[src/rtl/rob_ar_arbiter.sv]
// Read-address arbiter in front of the ROB upstream AR port: QoS-first, round-robin tie-break,
// per-requester outstanding-burst limits, requester index prepended to the forwarded AR ID.
module rob_ar_arbiter #(
    parameter int NUM_REQ   = 4,
    parameter int IDX_W     = $clog2(NUM_REQ),
    parameter int ID_W      = 8,
    parameter int ADDR_W    = 32,
    parameter int MAX_OUTST = 8
) (
    input  logic                    clk,
    input  logic                    rst,
    input  logic [NUM_REQ-1:0]      req_ar_valid,
    output logic [NUM_REQ-1:0]      req_ar_ready,
    input  logic [NUM_REQ*ID_W-1:0] req_ar_id,
    input  logic [NUM_REQ*ADDR_W-1:0] req_ar_addr,
    input  logic [NUM_REQ*8-1:0]    req_ar_len,
    input  logic [NUM_REQ*3-1:0]    req_ar_size,
    input  logic [NUM_REQ*2-1:0]    req_ar_burst,
    input  logic [NUM_REQ*4-1:0]    req_ar_qos,
    output logic                    out_ar_valid,
    input  logic                    out_ar_ready,
    output logic [IDX_W+ID_W-1:0]   out_ar_id,
    output logic [ADDR_W-1:0]       out_ar_addr,
    output logic [7:0]              out_ar_len,
    output logic [2:0]              out_ar_size,
    output logic [1:0]              out_ar_burst,
    output logic [3:0]              out_ar_qos,
    input  logic                    rsp_valid,
    input  logic                    rsp_ready,
    input  logic                    rsp_last,
    input  logic [IDX_W+ID_W-1:0]   rsp_id,
    output logic [NUM_REQ*8-1:0]    outst_cnt,
    output logic                    err_underflow
);

    logic [7:0]        cnt     [NUM_REQ];
    logic [ID_W-1:0]   id_a    [NUM_REQ];
    logic [ADDR_W-1:0] addr_a  [NUM_REQ];
    logic [7:0]        len_a   [NUM_REQ];
    logic [2:0]        size_a  [NUM_REQ];
    logic [1:0]        burst_a [NUM_REQ];
    logic [3:0]        qos_a   [NUM_REQ];

    logic [NUM_REQ-1:0] eligible;
    logic [NUM_REQ-1:0] top_qos;
    logic [NUM_REQ-1:0] inc_vec;
    logic [NUM_REQ-1:0] dec_vec;
    logic [3:0]         max_qos;
    logic [IDX_W-1:0]   grant;
    logic [IDX_W-1:0]   scan_idx;
    logic [IDX_W-1:0]   rr_ptr;
    logic [IDX_W-1:0]   rsp_idx;
    logic               found;
    logic               any_eligible;
    logic               load;
    logic               accept;
    logic               rsp_fire;
    logic               rsp_id_unused;

    assign rsp_idx       = rsp_id[IDX_W+ID_W-1 -: IDX_W];
    assign rsp_id_unused = ^rsp_id[ID_W-1:0];
    assign rsp_fire      = rsp_valid & rsp_ready & rsp_last;
    assign load          = ~out_ar_valid | out_ar_ready;

    always_comb begin
        for (int unsigned i = 0; i < NUM_REQ; i++) begin
            id_a[i]    = req_ar_id[i*ID_W +: ID_W];
            addr_a[i]  = req_ar_addr[i*ADDR_W +: ADDR_W];
            len_a[i]   = req_ar_len[i*8 +: 8];
            size_a[i]  = req_ar_size[i*3 +: 3];
            burst_a[i] = req_ar_burst[i*2 +: 2];
            qos_a[i]   = req_ar_qos[i*4 +: 4];
            outst_cnt[i*8 +: 8] = cnt[i];
        end
    end

    // Two passes: find the top QoS level, then round-robin among requesters at that level.
    always_comb begin
        max_qos  = '0;
        grant    = '0;
        found    = 1'b0;
        scan_idx = '0;
        for (int unsigned i = 0; i < NUM_REQ; i++) begin
            eligible[i] = req_ar_valid[i] && (cnt[i] < 8'(MAX_OUTST));
            if (eligible[i] && (qos_a[i] > max_qos))
                max_qos = qos_a[i];
        end
        for (int unsigned i = 0; i < NUM_REQ; i++)
            top_qos[i] = eligible[i] && (qos_a[i] == max_qos);
        for (int unsigned k = 0; k < NUM_REQ; k++) begin
            scan_idx = rr_ptr + IDX_W'(k);
            if (!found && top_qos[scan_idx]) begin
                grant = scan_idx;
                found = 1'b1;
            end
        end
        any_eligible = |eligible;
    end

    always_comb begin
        accept       = load & any_eligible & ~rst;
        req_ar_ready = '0;
        if (accept)
            req_ar_ready[grant] = 1'b1;
        for (int unsigned i = 0; i < NUM_REQ; i++) begin
            inc_vec[i] = accept && (grant == IDX_W'(i));
            dec_vec[i] = rsp_fire && (rsp_idx == IDX_W'(i));
        end
    end

    always_ff @(posedge clk) begin
        if (rst) begin
            out_ar_valid  <= 1'b0;
            out_ar_id     <= '0;
            out_ar_addr   <= '0;
            out_ar_len    <= '0;
            out_ar_size   <= '0;
            out_ar_burst  <= '0;
            out_ar_qos    <= '0;
            rr_ptr        <= '0;
            err_underflow <= 1'b0;
            for (int unsigned i = 0; i < NUM_REQ; i++)
                cnt[i] <= '0;
        end else begin
            if (load) begin
                out_ar_valid <= any_eligible;
                if (any_eligible) begin
                    out_ar_id    <= {grant, id_a[grant]};
                    out_ar_addr  <= addr_a[grant];
                    out_ar_len   <= len_a[grant];
                    out_ar_size  <= size_a[grant];
                    out_ar_burst <= burst_a[grant];
                    out_ar_qos   <= qos_a[grant];
                    rr_ptr       <= grant + IDX_W'(1);
                end
            end
            // A grant and a completion on the same requester cancel out.
            for (int unsigned i = 0; i < NUM_REQ; i++) begin
                if (inc_vec[i] && !dec_vec[i]) begin
                    cnt[i] <= cnt[i] + 8'd1;
                end else if (dec_vec[i] && !inc_vec[i]) begin
                    if (cnt[i] == 8'd0)
                        err_underflow <= 1'b1;
                    else
                        cnt[i] <= cnt[i] - 8'd1;
                end
            end
        end
    end

endmodule

[config.mk]
export PLATFORM = sky130hd
export DESIGN_NAME = rob_ar_arbiter
export DESIGN_NICKNAME = d
export VERILOG_FILES = /design/src/rtl/rob_ar_arbiter.sv
export SDC_FILE = /design/constraint.sdc
export NUM_CORES = 1
export LEC_CHECK = 0
export BUFFER_PORTS_ARGS = -buffer_cell sky130_fd_sc_hd__buf_2
export CAP_MARGIN = 30
export CORE_AREA = 2 2 134 136
export CTS_BUF_LIST = sky130_fd_sc_hd__clkbuf_16
export CTS_CLUSTER_SIZE = 10
export DETAILED_ROUTE_END_ITERATION = 8
export DIE_AREA = 0 0 136 138
export PLACE_DENSITY = 0.79
export SLEW_MARGIN = 20
export SYNTH_ARGS = -nofsm -noshare
export SYNTH_HDL_FRONTEND = slang
export SYNTH_SLANG_ARGS = --single-unit
[constraint.sdc]
create_clock -name clk -period 16.3 [get_ports clk]
set_input_delay 1.63 -clock clk [delete_from_list [all_inputs] [get_ports clk]]
set_output_delay 1.63 -clock clk [all_outputs]
set_load 0.005 [all_outputs]
Word level (Yosys, flattened, before mapping)
Memories as Yosys holds them, arrays and structs flattened.
Cells that the tools add are included.
{"block": "classes", "add_sub_neg": 12, "n_lt_le_gt_ge": 15, "n_eq_ne": 10, "mux": 94, "bitwise_logic": 16, "n_reduce_logical": 51}
{"cell": "$mux W8", "n": 12}
{"cell": "$bmux W32 S2", "n": 1}
{"cell": "$mux W32", "n": 2}
{"cell": "$mux W1", "n": 54}
{"cell": "$add A8 B1 Y8 const B", "n": 4}
{"cell": "$bmux W8 S2", "n": 2}
{"cell": "$logic_and A1 B1 Y1", "n": 32}
{"cell": "$logic_not A8 Y1", "n": 4}
{"cell": "$lt A8 B4 Y1 const B", "n": 4}
{"cell": "$sub A8 B1 Y8 const B", "n": 4}
{"cell": "$mux W4", "n": 7}
{"cell": "$eq A4 B4 Y1", "n": 4}
{"cell": "$lt A2 B3 Y1 const B", "n": 5}
{"cell": "$gt A4 B4 Y1", "n": 3}
{"cell": "$mux W2", "n": 6}
{"cell": "$logic_not A1 Y1", "n": 11}
{"cell": "$or A1 B1 Y1", "n": 9}
{"cell": "$bmux W1 S2", "n": 4}
{"cell": "$bmux W4 S2", "n": 1}
{"cell": "$eq A2 B2 Y1 const B", "n": 4}
{"cell": "$bmux W3 S2", "n": 1}
{"cell": "$mux W3", "n": 2}
{"cell": "$add A2 B1 Y2 const B", "n": 2}
{"cell": "$add A2 B2 Y2 const B", "n": 2}
{"cell": "other kinds (12)", "n": 18}
{"block": "totals", "reg_bits": 63, "ram_bits": 32, "in_bits": 248, "output_inout_bits": 97, "mem_count": 1}
{"memory": "cnt", "words": 4, "word_bits": 8, "rd": 4, "rd_ports_with_merged_regs": 0, "wr": 4, "line_no": "36", "rtl": "logic [7:0] cnt [NUM_REQ];"}

Depth between registers and ports, before layout
Gate-level depths: netlist (run 1).
{"block": "logic_depth", "depth_word": 42, "ltp_mapped": 47, "depth_no_buf": 40}

Least setup slack after synthesis (run 1)
No wires, ideal clock.
{"block": "synth_timing", "path_kind": "input-to-reg", "startpoint": "input req_ar_valid[0]", "endpoint": "memory cnt[1][7], data pin", "setup_ns": 0.260, "arrival_ns": 9.986, "required_ns": 16.040, "setup_slack_ns": 6.054, "path_stages": 37, "n_path_buf": 4, "cell_sequence": "nor4bb_1 nand2_1 ha_1 nand3_1 o221ai_1 nand2_1 mux2i_1 ha_1 nand2_1 o21bai_1 a21oi_1 nand2_1 mux2_2 ha_1 a21oi_1 a21o_1 clkbuf_1 nor2_1 a221oi_1 a211o_1 o221a_1 o21ai_1 buf_4 buf_12 buf_8 ha_1 and2_1 nor4_1 ha_1 a21o_1 a21o_1 a21o_1 a21oi_1 o21bai_1 a21oi_1 xnor2_1 mux2_2"}
{"item": "start, declared", "line_no": "12", "rtl": "input logic [NUM_REQ-1:0] req_ar_valid,"}
{"item": "end, declared", "line_no": "36"}

==> qor.yml, run 1 <==
critical_path:
  arrival_ns: 12.11
  critical_path_required_ns: 16.40
  critPathLaunchType: "primary input"
  rr_startpoint: "cnt[0][5]$_SDFFCE_PN0P_"
  cpLargestDelayFamily: "compound AO/OA/AOI/OAI gates"
  crit_path_start: "req_ar_valid[0]"
  cpMostUsedCell: "ha_1"
  crit_path_end_kind: "flop"
  crit_buf_inv: 3
  cp_slowest_stage_delay_ns: 0.83
  crit_type: "in -> reg"
  cp_max_fo: 57
  crit_slowest_cell: "buf_4"
pwr:
  leakage_nw: 5.00
  power_density_nw_per_um2: 66.1
  vdd_drop_max_mv: 0.0539
  fin_total_pwr_w: 0.000613
synth:
  synthesis.nets: 1087
  async_reset_ff_frac: 0
  syn-cell-area_sq_um: 7240
  ys_warn_count: 0
  synth_enable_flop_cells: 32
  ys_seq_area_frac: 0.307
  syn_inst: 800
  synth_flop_cell: "dfxtp_1"
  ys_types: 78
  ys_seq_elements: 95
  syn-mean-instance-area_sq_um: 9.05
detailed_routing:
  wl_mm: 23.3
  num_vias: 7467
  wl_per_cell_microns: 17.4
  first_pass_iters: 4
  drc: 0
  drtIter0Drc: 644
  via_per_inst: 5.58
  ant_nets: 0
finish:
  final_core_util: 0.529
  nets: 1392
  syn_to_final_growth_pct: 28.1
  nFillCells: 1636
  drive_above_1_share: 0.344
  diodes: 0
  layout_common_cells: "buf_2 (336), mux2i_1 (117), nand2_1 (86), dfxtp_1 (63), o221ai_1 (58)"
  layout_commonest_cell: "buf_2"
sta:
  relSlewSlack: 0.284
  setup-tns-final_ns: 0
  fmax_mhz: 83.3
  setup_viol: 0
  rsz0062_at_grt: "no"
  skew_ns: 0.0133
  worst_slew_pin_slew_ns: 1.06
  maxSlewViolCount: 0
  min_period_over_period: 0.737
  min_period_ns: 12.01
  finalHoldViolCount: 0
cts:
  hold_buffers: 0
  cts-resized-gates: 0
  cts-root-buf: "clkbuf_16"
  cts_buffer_depth: 2
  htree_num_levels: 3
  cts_buffers: 9
  worstSkewPairLatency_ns: 0.34
  post_cts_buffers: 0
  tritoncts: "built"
  clock-sinks: 95
  clk_pin_slew_worst_paths_ns: 0.07
floorplanning:
  rows: 49
  ios: 345
  dieArea_sq_um: 18800
  die_w_microns: 136
  core_sq_um: 17500
  die_h_microns: 138
  start_util: 0.413
outcome:
  status: "complete, no violations"
placed_design:
  numPortBuffers: 336
  globalplace.congestion: 0.931
  dp_hpwl_mm: 17.9
grt:
  grt_pass1_wl_mm: 35.7
  grt_pass1_vias: 7075
  grt_usage: 0.237
  grt_overflow: 0
  antenna_found_initial: 0
  grt_max_degree: 58
flow_run:
  maxCapViolCount: 0
min_path:
  hp-class: "reg -> reg"
  min_from: "out_ar_addr[12]$_SDFFE_PP0P_"
==> metrics by stage <==
stage	hold slack (ns)	std cells	setup WS, ns	area [sq um]
3_3_place_gp	0.439	1323	4.17	8990
2_1_floorplan	0.457	800	6.05	7240
3_5_place_dp	0.441	1323	4.14	9000
6_report	0.457	1339	4.29	9280
5_1_grt	0.484	1339	3.41	9280
4_1_cts	0.460	1339	4.47	9270
==> synthesized netlist by cell type, types with 17 or more instances <==
cell        n  area [sq um]
a21oi_1    29           145
clkbuf_1   23          86.3
dfxtp_1    63          1260
edfxtp_1   32           961
ha_1       36           450
inv_1      33           124
mux2i_1   117          1170
nand2_1    88           330
nor2_1     56           210
o21ai_0    23           115
o221ai_1   58           508
xnor2_1    17           149
==> sequential cells by signal, indices dropped and copies added, names as in the netlist <==
register       cells
out_ar_len         8
err_underflow      1
out_ar_burst       2
out_ar_id         10
cnt               32
out_ar_size        3
out_ar_valid       1
out_ar_qos         4
out_ar_addr       32
rr_ptr             2
==> worst paths after layout <==
check,slack [ns],to,depth (start not counted)
hold / removal,0.46,out_ar_addr[12]$_SDFFE_PP0P_,2
hold reg to reg,0.46,out_ar_addr[12]$_SDFFE_PP0P_,2
setup reg to reg,4.79,cnt[1][7]$_SDFFCE_PN0P_,37
setup / recovery,4.29,cnt[1][7]$_SDFFCE_PN0P_,37
==> tightest hold or removal path, cell delays in order, from the launching register on <==
cell,delay [ns]
dfxtp_1,0.32
nand2_1,0.05
o221ai_1,0.05
==> report_power, final <==
group          switching, W  total, W  internal (W)
combinational     0.0000760  0.000141     0.0000650
clock             0.0000956  0.000198      0.000103
sequential        0.0000127  0.000274      0.000261
total              0.000184  0.000613      0.000429
==> kinds of logic after synthesis <==
family / count (synthesis) / synth area share
AOI/OAI and AO/OA: 185 / 0.190
xor gates and xnor gates: 29 / 0.0351
adders and majority gates: 39 / 0.0705
buffers and inverters: 80 / 0.0555
DFF: 95 / 0.307
muxes: 121 / 0.168
and+or+nand+nor: 251 / 0.174
==> metal layers <==
layer | global-route usage | wire length, microns | vias to the layer above | share of wire
met5 | 0 | 0 | - | 0
met2 | 0.380 | 11000 | 351 | 0.47
li1 | - | - | 3626 | -
met4 | 0.0839 | 588 | 0 | 0.025
met1 | 0.317 | 9870 | 3437 | 0.42
met3 | 0.0466 | 1800 | 53 | 0.077
==> final cells by class <==
type | instances | area, sq um | area share
clock buffers | 9 | 225 | 0.0243
multi-input cells | 625 | 4660 | 0.502
clock inverters | 7 | 41.3 | 0.00445
flip-flops and latches | 95 | 2220 | 0.240
repair buffers | 340 | 1710 | 0.185
inverters | 34 | 128 | 0.0138
well taps | 229 | 287 | 0.0309
Power figures use the tool's default switching activity.
==> inputs of run 2 (changes only) <==
CORE_AREA = not set   (was 2 2 134 136)
CORE_MARGIN = 2   (was not set)
CORE_UTILIZATION = 43   (was not set)
DIE_AREA = not set   (was 0 0 136 138)
PLACE_DENSITY = 0.84   (was 0.79)
clock period = 10.2 ns   (was 16.3 ns; I/O delays follow)
==> qor.yml, run 2 (synthesized netlist as in run 1, its figures left out) <==
outcome:
  status: "complete, no violations"
min_path:
  hp-class: "reg -> reg"
  min_from: "out_ar_addr[9]$_SDFFE_PP0P_"
  hold_path_depth: 2  # unchanged
  whs_endpoint: "out_ar_addr[9]$_SDFFE_PP0P_"
finish:
  layout_common_cells: "buf_2 (336), mux2i_1 (117), nand2_1 (86), dfxtp_1 (63), o221ai_1 (57)"
  nFillCells: 1480  # -9.5%
  layout_commonest_cell: "buf_2"
  reg.largest.list: "cnt x32, out_ar_addr x32, out_ar_id x10"
  design_area_sq_um: 9390  # +1.2%
  diodes: 0  # unchanged
  nets: 1405  # +0.93%
  drive_above_1_share: 0.352  # +0.00759
  syn_to_final_growth_pct: 29.7
grt:
  grt_max_degree: 60  # +3.4%
  antenna_found_initial: 1  # +1
  grt_usage: 0.251  # +0.0143
  grt_pass1_wl_mm: 36.2  # +1.5%
  grt_overflow: 0  # unchanged
  grt_pass1_vias: 7220  # +2.0%
critical_path:
  cp_slowest_stage_delay_ns: 0.46  # -0.37 ns
  rr_startpoint: "cnt[0][5]$_SDFFCE_PN0P_"
  crit_buf_inv: 4  # +1
  r2r_cells: 38  # +2.7%
  critPathLaunchType: "flop"
  cpLargestDelayFamily: "compound AO/OA/AOI/OAI gates"
  crit_path_end_kind: "flop"
  cp_max_fo: 10  # -82%
  rrSetupSlack_ns: 0.94  # -3.85 ns
  critical_path_required_ns: 10.30  # -6.10 ns
  arrival_ns: 9.36  # -2.75 ns
  crit_type: "reg -> reg"
  crit_slowest_cell: "nor3_2"
  cpMostUsedCell: "ha_1"
  rr_endpoint: "cnt[1][7]$_SDFFCE_PN0P_"
sta:
  rsz0062_at_grt: "no"
  min_period_over_period: 0.908
  min_period_ns: 9.26
  relSlewSlack: 0.357  # +0.0726
  skew_ns: 0.0135  # +0.000204 ns
  worst_slew_pin_slew_ns: 0.965  # -0.0940 ns
  setup-tns-final_ns: 0  # unchanged
  finalHoldViolCount: 0  # unchanged
  setup_viol: 0  # unchanged
  maxSlewViolCount: 0  # unchanged
  fmax_mhz: 108
floorplanning:
  dieArea_sq_um: 17900  # -4.7%
  rows: 47  # -4.1%
  start_util: 0.438  # +0.0252
  die_h_microns: 134  # -3.1%
  ios: 345  # unchanged
  die_w_microns: 134  # -1.6%
  core_sq_um: 16500  # -5.8%
detailed_routing:
  drc: 0  # unchanged
  ant_nets: 0  # unchanged
  num_vias: 7598  # +1.8%
  wl_mm: 23.6  # +1.2%
  first_pass_iters: 5  # +1
  wl_per_cell_microns: 17.6  # +0.89%
  via_per_inst: 5.66  # +1.5%
  drtIter0Drc: 542  # -16%
cts:
  cts_buffer_depth: 2  # unchanged
  tritoncts: "built"
  hold_buffers: 0  # unchanged
  worstSkewPairLatency_ns: 0.35  # about the same
  cts_buffers: 9  # unchanged
  clk_pin_slew_worst_paths_ns: 0.07  # about the same
  htree_num_levels: 3  # unchanged
  cts-root-buf: "clkbuf_16"
  clock-sinks: 95  # unchanged
pwr:
  fin_total_pwr_w: 0.00101  # +64%
  power_density_nw_per_um2: 107  # +62%
  leakage_nw: 5.08  # +1.6%
  vdd_drop_max_mv: 0.0744  # +38%
placed_design:
  dp_hpwl_mm: 18.3  # +2.1%
  globalplace.congestion: 0.950  # +2.0%
  numPortBuffers: 336  # unchanged
  dpl_cell_area_sq_um: 9090  # +1.0%
flow_run:
  maxCapViolCount: 0  # unchanged
-- run 2: how the worst max path moves through the flow --
stage / startpoint / end / slack, ns / cells after the start
finish: cnt[0][5]$_SDFFCE_PN0P_ / cnt[1][7]$_SDFFCE_PN0P_ / 0.94 / 38
global route: cnt[0][5]$_SDFFCE_PN0P_ / cnt[1][7]$_SDFFCE_PN0P_ / 0.13 / 38
CTS: cnt[0][5]$_SDFFCE_PN0P_ / cnt[1][7]$_SDFFCE_PN0P_ / 0.82 / 38
detailed placement: req_ar_qos[1] / cnt[1][7]$_SDFFCE_PN0P_ / 0.59 / 38
global placement: req_ar_qos[1] / cnt[1][7]$_SDFFCE_PN0P_ / 0.74 / 37
floorplan: req_ar_valid[0] / cnt[1][7]$_SDFFCE_PN0P_ / 0.56 / 37
-- run 2: cell type report --
type	count	area, sq um	area share
clock buffers	9	225	0.0240
multi-input cells	625	4650	0.496
well taps	220	275	0.0293
clock inverters	7	63.8	0.00680
flip-flops and latches	95	2220	0.237
inverters	34	128	0.0136
repair buffers	353	1820	0.194
-- run 2: worst min-delay path, delay by kind of cell, from the launching register on --
family	cells	cell delay, ns
flip-flops	1	0.33
AO/OA/AOI/OAI	1	0.05
AND/OR/NAND/NOR	1	0.05
-- run 2: what timing repair did --
action                                  CTS  global route
buffers inserted                          0             0
resized for setup                         0             1
endpoints found under the setup margin    0             1
-- run 2: report_power, final --
group / switching, W / leakage (nW) / internal (W)
clock network: 0.000150 / 0.144 / 0.000189
registers: 0.0000203 / 0.846 / 0.000418
logic: 0.000123 / 4.09 / 0.000107
total: 0.000294 / 5.08 / 0.000713
-- run 2: per-layer routing --
layer,GRT usage,wire length (microns),vias to the layer above
li1,-,-,3650
met1,0.331,10100,3559
met2,0.413,11000,349
met3,0.0540,1940,40
met4,0.0757,522,0
met5,0,0,-
-- run 2: through the flow --
step	cells	setup WS (ns)	util	hold slack, ns
finish	1343	0.942	0.568	0.461
global route	1343	0.132	0.568	0.479
CTS	1343	0.821	0.568	0.460
detailed placement	1327	0.586	0.550	0.443
global placement	1326	0.742	0.549	0.439
floorplan	800	0.564	-	0.457
